## config.mk

```make
export PLATFORM = sky130hd
export DESIGN_NAME = ramdisk_arbiter
export DESIGN_NICKNAME = d
export VERILOG_FILES = /design/src/rtl/ramdisk_pkg.sv /design/src/rtl/ramdisk_rr_pick.sv /design/src/rtl/ramdisk_arbiter.sv
export SDC_FILE = /design/constraint.sdc
export NUM_CORES = 1
export LEC_CHECK = 0
export ABC_AREA = 1
export CAP_MARGIN = 10
export CORE_AREA = 2 2 89 91
export DETAILED_ROUTE_END_ITERATION = 10
export DIE_AREA = 0 0 91 93
export PLACE_DENSITY = 0.86
export SYNTH_ARGS = -nofsm -noshare
export SYNTH_HDL_FRONTEND = slang
export SYNTH_SLANG_ARGS = --single-unit
```

## constraint.sdc

```tcl
create_clock -name ui_clk -period 5.6 [get_ports ui_clk]
set_input_delay 1.12 -clock ui_clk [delete_from_list [all_inputs] [get_ports ui_clk]]
set_output_delay 1.12 -clock ui_clk [all_outputs]
set_load 0.01 [all_outputs]
```

## src/rtl/ramdisk_pkg.sv

```systemverilog
// ramdisk_pkg: state encoding and default partition geometry shared by the ramdisk arbiter.
package ramdisk_pkg;
   typedef enum logic [2:0] {IDLE, CHECK, ISSUE, XFER, RELEASE} state_t;
   localparam int unsigned BLOCK_WORDS = 256;
   localparam int unsigned DEF_BASE0   = 0;
   localparam int unsigned DEF_BASE1   = 262144;
   localparam int unsigned DEF_SIZE0   = 262144;
   localparam int unsigned DEF_SIZE1   = 262144;
endpackage

```

## src/rtl/ramdisk_rr_pick.sv

```systemverilog
// ramdisk_rr_pick: 2-way requester pick; round-robin, or fixed priority to requester 0
// when RAMDISK_ARB_PRIORITY_EN is defined.
module ramdisk_rr_pick (
   input  logic [1:0] req_i,
   input  logic       last_i,
   output logic       pick_o
);
`ifdef RAMDISK_ARB_PRIORITY_EN
   logic unused_last;
   assign unused_last = last_i;
   assign pick_o = ~req_i[0];
`else
   // on a tie the requester that was not granted last wins
   assign pick_o = &req_i ? ~last_i : req_i[1];
`endif
endmodule

```

## src/rtl/ramdisk_arbiter.sv

```systemverilog
// ramdisk_arbiter: shares one ramdisk command port between two partitioned requesters.
// RAMDISK_ARB_PRIORITY_EN selects fixed priority (requester 0) instead of round-robin.
module ramdisk_arbiter
   import ramdisk_pkg::*;
#(
   parameter int unsigned BASE0 = DEF_BASE0,
   parameter int unsigned BASE1 = DEF_BASE1,
   parameter int unsigned SIZE0 = DEF_SIZE0,
   parameter int unsigned SIZE1 = DEF_SIZE1
) (
   input  logic        ui_clk,
   input  logic        reset,
   input  logic [1:0]  rq_read_cmd,
   input  logic [1:0]  rq_write_cmd,
   input  logic [63:0] rq_block_address,
   output logic [1:0]  rq_command_ready,
   input  logic [31:0] rq_write_data,
   output logic [1:0]  rq_write_data_enable,
   output logic [15:0] rq_read_data,
   output logic [1:0]  rq_read_data_enable,
   output logic [1:0]  rq_error,
   input  logic        command_ready,
   output logic        read_cmd,
   output logic        write_cmd,
   output logic [31:0] block_address,
   output logic [15:0] write_data,
   input  logic        write_data_enable,
   input  logic [15:0] read_data,
   input  logic        read_data_enable,
   output logic        grant,
   output logic        busy
);
   state_t      state_q, state_d;
   logic        grant_q, grant_d, last_q, last_d, wr_q, wr_d;
   logic [31:0] addr_q, addr_d;
   logic [1:0]  err_q, err_d;
   logic [1:0]  req;
   logic        pick, g_rd, g_wr, in_range, idle, route;
   logic [31:0] g_addr;

   assign req      = rq_read_cmd | rq_write_cmd;
   assign g_rd     = rq_read_cmd[grant_q];
   assign g_wr     = rq_write_cmd[grant_q];
   assign g_addr   = grant_q ? rq_block_address[63:32] : rq_block_address[31:0];
   assign in_range = g_addr < (grant_q ? SIZE1 : SIZE0);

   ramdisk_rr_pick u_pick (.req_i(req), .last_i(last_q), .pick_o(pick));

   always_comb begin
      state_d = state_q;
      grant_d = grant_q;
      last_d  = last_q;
      wr_d    = wr_q;
      addr_d  = addr_q;
      err_d   = '0;
      case (state_q)
         IDLE: if (command_ready && |req) begin
            grant_d = pick;
            state_d = CHECK;
         end
         CHECK: begin
            addr_d = (grant_q ? BASE1 : BASE0) + g_addr;
            wr_d   = g_wr;
            if (!in_range || (g_rd && g_wr)) begin
               err_d[grant_q] = 1'b1;
               state_d        = RELEASE;
            end else begin
               // a request withdrawn before CHECK is released without issuing
               state_d = (g_rd || g_wr) ? ISSUE : RELEASE;
            end
         end
         ISSUE:   if (!command_ready) state_d = XFER;
         XFER:    if (command_ready) state_d = RELEASE;
         RELEASE: if (!g_rd && !g_wr) begin
            last_d  = grant_q;
            state_d = IDLE;
         end
         default: state_d = IDLE;
      endcase
   end

   always_ff @(posedge ui_clk or posedge reset) begin
      if (reset) begin
         state_q <= IDLE;
         grant_q <= 1'b0;
         last_q  <= 1'b1;
         wr_q    <= 1'b0;
         addr_q  <= '0;
         err_q   <= '0;
      end else begin
         state_q <= state_d;
         grant_q <= grant_d;
         last_q  <= last_d;
         wr_q    <= wr_d;
         addr_q  <= addr_d;
         err_q   <= err_d;
      end
   end

   assign idle  = state_q == IDLE;
   assign busy  = !idle;
   assign route = state_q inside {ISSUE, XFER, RELEASE};

   assign read_cmd      = (state_q == ISSUE) && !wr_q;
   assign write_cmd     = (state_q == ISSUE) && wr_q;
   assign block_address = addr_q;
   assign grant         = grant_q;
   assign rq_error      = err_q;

   assign rq_command_ready[0] = idle && command_ready && !(req[1] && pick);
   assign rq_command_ready[1] = idle && command_ready && !(req[0] && !pick);

   assign write_data           = grant_q ? rq_write_data[31:16] : rq_write_data[15:0];
   assign rq_read_data         = read_data;
   assign rq_write_data_enable = (route && write_data_enable) ? (grant_q ? 2'b10 : 2'b01) : 2'b00;
   assign rq_read_data_enable  = (route && read_data_enable) ? (grant_q ? 2'b10 : 2'b01) : 2'b00;
endmodule

```

Yosys cells after proc, flatten, opt, wreduce, memory -nomap -nowiden
Index checks and enable logic that the tools add are counted.

cells by class
  equality and inequality tests = 8
  $lt $le $gt $ge = 3
  reductions and logical operators = 30
  muxes and demuxes = 22
  bitwise logic cells = 2
  $add $sub $neg = 1

operators by type and width
  cell                    number
  $add A19 B32 Y32        1
  $lt A32 B19 Y1 const B  1
  $mux W32                1
  $mux W19                1
  $mux W3                 6
  $mux W16                1
  $pmux W3 S5             1
  $logic_and A1 B1 Y1     13
  $mux W2                 5
  $logic_not A1 Y1        8
  $eq A3 B2 Y1 const B    2
  $mux W1                 6
  $ne A2 B2 Y1 const B    3
  $reduce_and A2 Y1       3
  $reduce_and A4 Y1       1
  $eq A3 B1 Y1 const B    1
  $eq A3 B3 Y1 const B    1
  $logic_not A3 Y1        1
  $reduce_bool A3 Y1      1
  $logic_or A1 B1 Y1      2
  $lt A1 B2 Y1 const B    1
  $ne A2 B1 Y1 const B    1
  $or A2 B2 Y2            1
  $reduce_or A2 Y1        1
  3 further kinds         3

storage, ports and cells
  input bits = 121
  output and inout port bits = 76
  logic and storage cells = 72
  register bits after elaboration = 40

Depth between registers and ports, before layout
  word-level depth = 7
  mapped depth = 15
  gate-level depth less buffers = 13

Modules after synthesis
A second synthesis with hierarchy kept.

unflattened totals
  cell total of the unflattened synthesis = 422
  area, all modules = 2800.2 um^2

by module, submodules not included
  module           instances  sequential area each (um^2)  area each (um^2)  cells an instance
  ramdisk_arbiter  1          1002.2                       2787.7            420
  ramdisk_rr_pick  1          0.0                          12.5              2

Worst setup path after synthesis
Ideal clock, no wire load.

  path kind = input -> output
  from = input rq_write_cmd[0]
  to = output rq_command_ready[1]
  setup slack = 2.765 ns
  data arrival time = 1.715 ns
  stages on the path = 5
  data required time = 4.480 ns
  buffers on the path = 0
  cell sequence = nor2_1 -> inv_1 -> a21oi_1 -> nor2_1 -> nor2_1

between the ends
  word-level cells in the longest chain between the ends = 7

RTL lines
  what                   line                    source
  start, declared        ramdisk_arbiter.sv:14   input logic [1:0] rq_write_cmd,
  $or A2 B2 Y2 *         ramdisk_arbiter.sv:41   assign req = rq_read_cmd | rq_write_cmd;
  $reduce_and A2 Y1      ramdisk_rr_pick.sv:14   assign pick_o = &req_i ? ~last_i : req_i[1];
  $mux W1                ramdisk_rr_pick.sv:14
  $logic_not A1 Y1       ramdisk_arbiter.sv:111  assign rq_command_ready[1] = idle && command_ready && !(req[0] && !pick);
  $logic_and A1 B1 Y1 *  ramdisk_arbiter.sv:111
  $logic_not A1 Y1 *     ramdisk_arbiter.sv:111
  $logic_and A1 B1 Y1 *  ramdisk_arbiter.sv:111
  end, declared          ramdisk_arbiter.sv:16   output logic [1:0] rq_command_ready,

Every way passes the cells marked *; elsewhere a longest branch is shown, timed or not.

Worst setup path after layout
  from = input rq_read_cmd[0]
  to = output rq_command_ready[1]

between the ends
  word-level cells in the longest chain between the ends = 7

RTL lines
  what                   line                    source
  start, declared        ramdisk_arbiter.sv:13   input logic [1:0] rq_read_cmd,
  $or A2 B2 Y2 *         ramdisk_arbiter.sv:41
  $reduce_and A2 Y1      ramdisk_rr_pick.sv:14
  $mux W1                ramdisk_rr_pick.sv:14
  $logic_not A1 Y1       ramdisk_arbiter.sv:111
  $logic_and A1 B1 Y1 *  ramdisk_arbiter.sv:111
  $logic_not A1 Y1 *     ramdisk_arbiter.sv:111
  $logic_and A1 B1 Y1 *  ramdisk_arbiter.sv:111

Marked as above.

==> out/results.tsv <==
stage	metric	value	unit
run_status	status	completed	
synthesis	netlist_instances	419	
timing	slew_viol_final	0	
synthesis	ys_seq_area_share	34.9	%
power	power_density	453	nW/um2
placed_design	routabilityCongestion	0.857	
floorplan	core_area	7530	um2
global_route	antenna_found_initial	0	
global_route	grt_max_degree	55	
synthesis	synth_area_per_cell	6.86	um2
clock_network	postCtsSetupRepairBufs	0	
finish	final_core_util	60.1	%
placed_design	dp_slack	1810	ps
worst_setup_path	worst_path_most_repeated_cell	nor2_1	
worst_setup_path	critPathMaxStageDelay	530	ps
clock_network	clkTransAtPathRegs	70	ps
routing	wl	8740	um
routing	wl_per_cell	13.2	um
clock_network	htreeDepth	2	
clock_network	tritoncts	built	
floorplan	io_pins	197	
worst_setup_path	required	4480	ps
worst_setup_path	critical_path_arrival	2670	ps
global_route	overflow	0	
floorplan	dieArea	8460	um2
routing	postRouteAntennaNets	0	
power	switchingPower	926	uW
power	vdd_ir_drop_max	257	uV
flow_run	drv_cap	0	
clock_network	cts_resized	0	
hold_path	hp-class	reg -> reg	
global_route	grt_usage	20.8	%
power	p_leak	0.00207	uW
routing	vias_per_cell	4.83	
global_route	grt_pass1_vias	3197	
clock_network	clock-root-buffer	clkbuf_8	
worst_setup_path	cpMaxStageDelayCell	clkdlybuf4s50_1	
timing	holdWs	483	ps
routing	vias	3190	
floorplan	start_util	38.2	%
worst_setup_path	crit_path_max_fanout	3	
routing	first_iter_violations	110	
timing	finalClockSkew	2.93	ps
worst_setup_path	cp-end-kind	output pin	
power	cellInternalPower	1120	uW
synthesis	async_reset_ff_share	100	%
power	combPwrFrac	63.8	%
clock_network	worstSkewPairLatency	280	ps
timing	slew_headroom	45.2	%
worst_setup_path	startpoint_type	primary input	
power	power_frac_seq	26.6	%
floorplan	fp.dieH	93	um
clock_network	clock_sinks	40	
clock_network	hold_buffers	0	
synthesis	synth_cell_type_count	32	
floorplan	dieWidth	91	um
routing	drc	0	
worst_setup_path	cp_cell_sequence	clkdlybuf4s50_1 > nor2_1 > inv_1 > a21oi_1 > nor2_1 > nor2_1 > clkdlybuf4s50_1	
finish	area_growth	57.3	%
routing	dr.pass1.iters	4	
synthesis	synth_fp_nets	542	
power	pwr-share-clk	9.6	%
timing	rsz0062_at_grt	no	
synthesis	synth.ff_latch_count	40	
timing	tns	0	ps
global_route	grt_pass1_wl	14500	um
timing	period_share	67.8	%
placed_design	portBuffers	164	
finish	drive_above_1_share	8.96	%
synthesis	synth-edff-count	0	
finish	antenna_cells	0	
synthesis	ys_warn_count	0	
synthesis	synthesis.area	2870	um2
placed_design	detailed_place_hpwl	6690	um
clock_network	clockBufferDepth	2	
floorplan	rows	32	
timing	setup_viol	0	
timing	setup_slack	1810	ps
timing	hold_viol	0	
worst_setup_path	worstSetupPathType	in -> out	
timing	period_minus_slack	3790	ps
timing	fmax	264	MHz
clock_network	numCtsBuffers	5	
synthesis	synth-main-ff-cell	dfrtp_1	
power	sw_frac_of_total	45.2	%
finish	nets	680	
timing	tightest_slew	821	ps
==> through the flow <==
step,instances,power (uW),cell area (um2)
final,660,2050,4520
after global routing,660,2220,4520
after CTS,660,2070,4520
after detailed placement,652,1870,4430
after global placement,652,1830,4430
after floorplan,419,1320,2870
==> final timing paths <==
kind	from	to	slack, ps	cells after the start
max	rq_read_cmd[0]	rq_command_ready[1]	1810	7
max reg2reg	grant$_DFFE_PP0P_	block_address[30]$_DFFE_PP0P_	3030	12
min in group asynchronous	reset	block_address[11]$_DFFE_PP0P_	1290	3
min	block_address[18]$_DFFE_PP0P_	block_address[18]$_DFFE_PP0P_	480	2
max in group asynchronous	reset	grant$_DFFE_PP0P_	3940	3
min reg2reg	block_address[18]$_DFFE_PP0P_	block_address[18]$_DFFE_PP0P_	480	2
==> state kept, by name (all words and copies together) (netlist names) <==
signal	cells
wr_q	1
grant	1
block_address	32
state_q	3
rq_error	2
last_q	1
==> per-layer routing <==
layer,GRT usage (%),up-vias,share of wire (%)
li1,-,1589,-
met1,23.4,1467,40
met2,38.5,123,52
met3,6.37,11,7.6
met4,4.80,0,1.1
met5,0,-,0
==> cells in the mapped netlist, types with 4 or more instances <==
cell      instances  area [um2]
nand2_1         160         601
nand3_1          64         320
dfrtp_1          39         976
nor2_1           29         109
inv_1            22        82.6
buf_4            16         120
buf_2            10        50.1
nand2_2          10        62.6
nand2_4           9         101
a21oi_1           8        40.0
nor2_2            8        50.1
o21ai_0           7        35.0
clkbuf_1          6        22.5
o21ai_1           4        20.0
==> worst max-delay path: cells and delay by family <==
kind | cells | cell delay, ps
AOI/OAI and AO/OA | 1 | 220
buffers and inverters | 3 | 1020
and+or+nand+nor | 3 | 310
==> cell usage in the layout (no fill, tap or decap), drive strengths merged <==
master / synthesis / final
clkdlybuf4s50: 0 / 164
buf: 30 / 3
clkbuf: 6 / 6
xor2: 2 / 2
nand3: 65 / 65
inv: 24 / 24
clkinv: 0 / 2
dfrtp: 39 / 39
nand3b: 1 / 1
nor4: 1 / 1
a21oi: 8 / 8
o21ai: 11 / 11
nand4: 5 / 5
dfstp: 1 / 1
ha: 2 / 2
o31ai: 3 / 3
nor3: 2 / 2
nor2: 40 / 40
nand2: 179 / 179
==> final cells by class <==
cell class              instances  area (um2)
fillers                       668        3010
repair buffers                167        1660
multi-input cells             319        1540
flip-flops and latches         40        1000
well taps                     102         128
inverters                      24        97.6
clock buffers                   6        82.6
clock inverters                 2        10.0
==> power by group through the flow <==
stage | combinational, uW | sequential [uW] | clock [uW]
floorplan | 758 | 563 | 0
global placement | 1290 | 545 | 0
detailed placement | 1320 | 548 | 0
CTS | 1320 | 545 | 205
global route | 1440 | 567 | 216
finish | 1310 | 544 | 197
==> cell families after synthesis <==
family / synth area share [%]
and+or+nand+nor: 47.8
buffers and inverters: 11.7
DFF: 34.9
AOI/OAI and AO/OA: 4.09
xor gates and xnor gates: 0.610
adders and majority gates: 0.871
No activity file was read; power rests on OpenSTA's default activity.
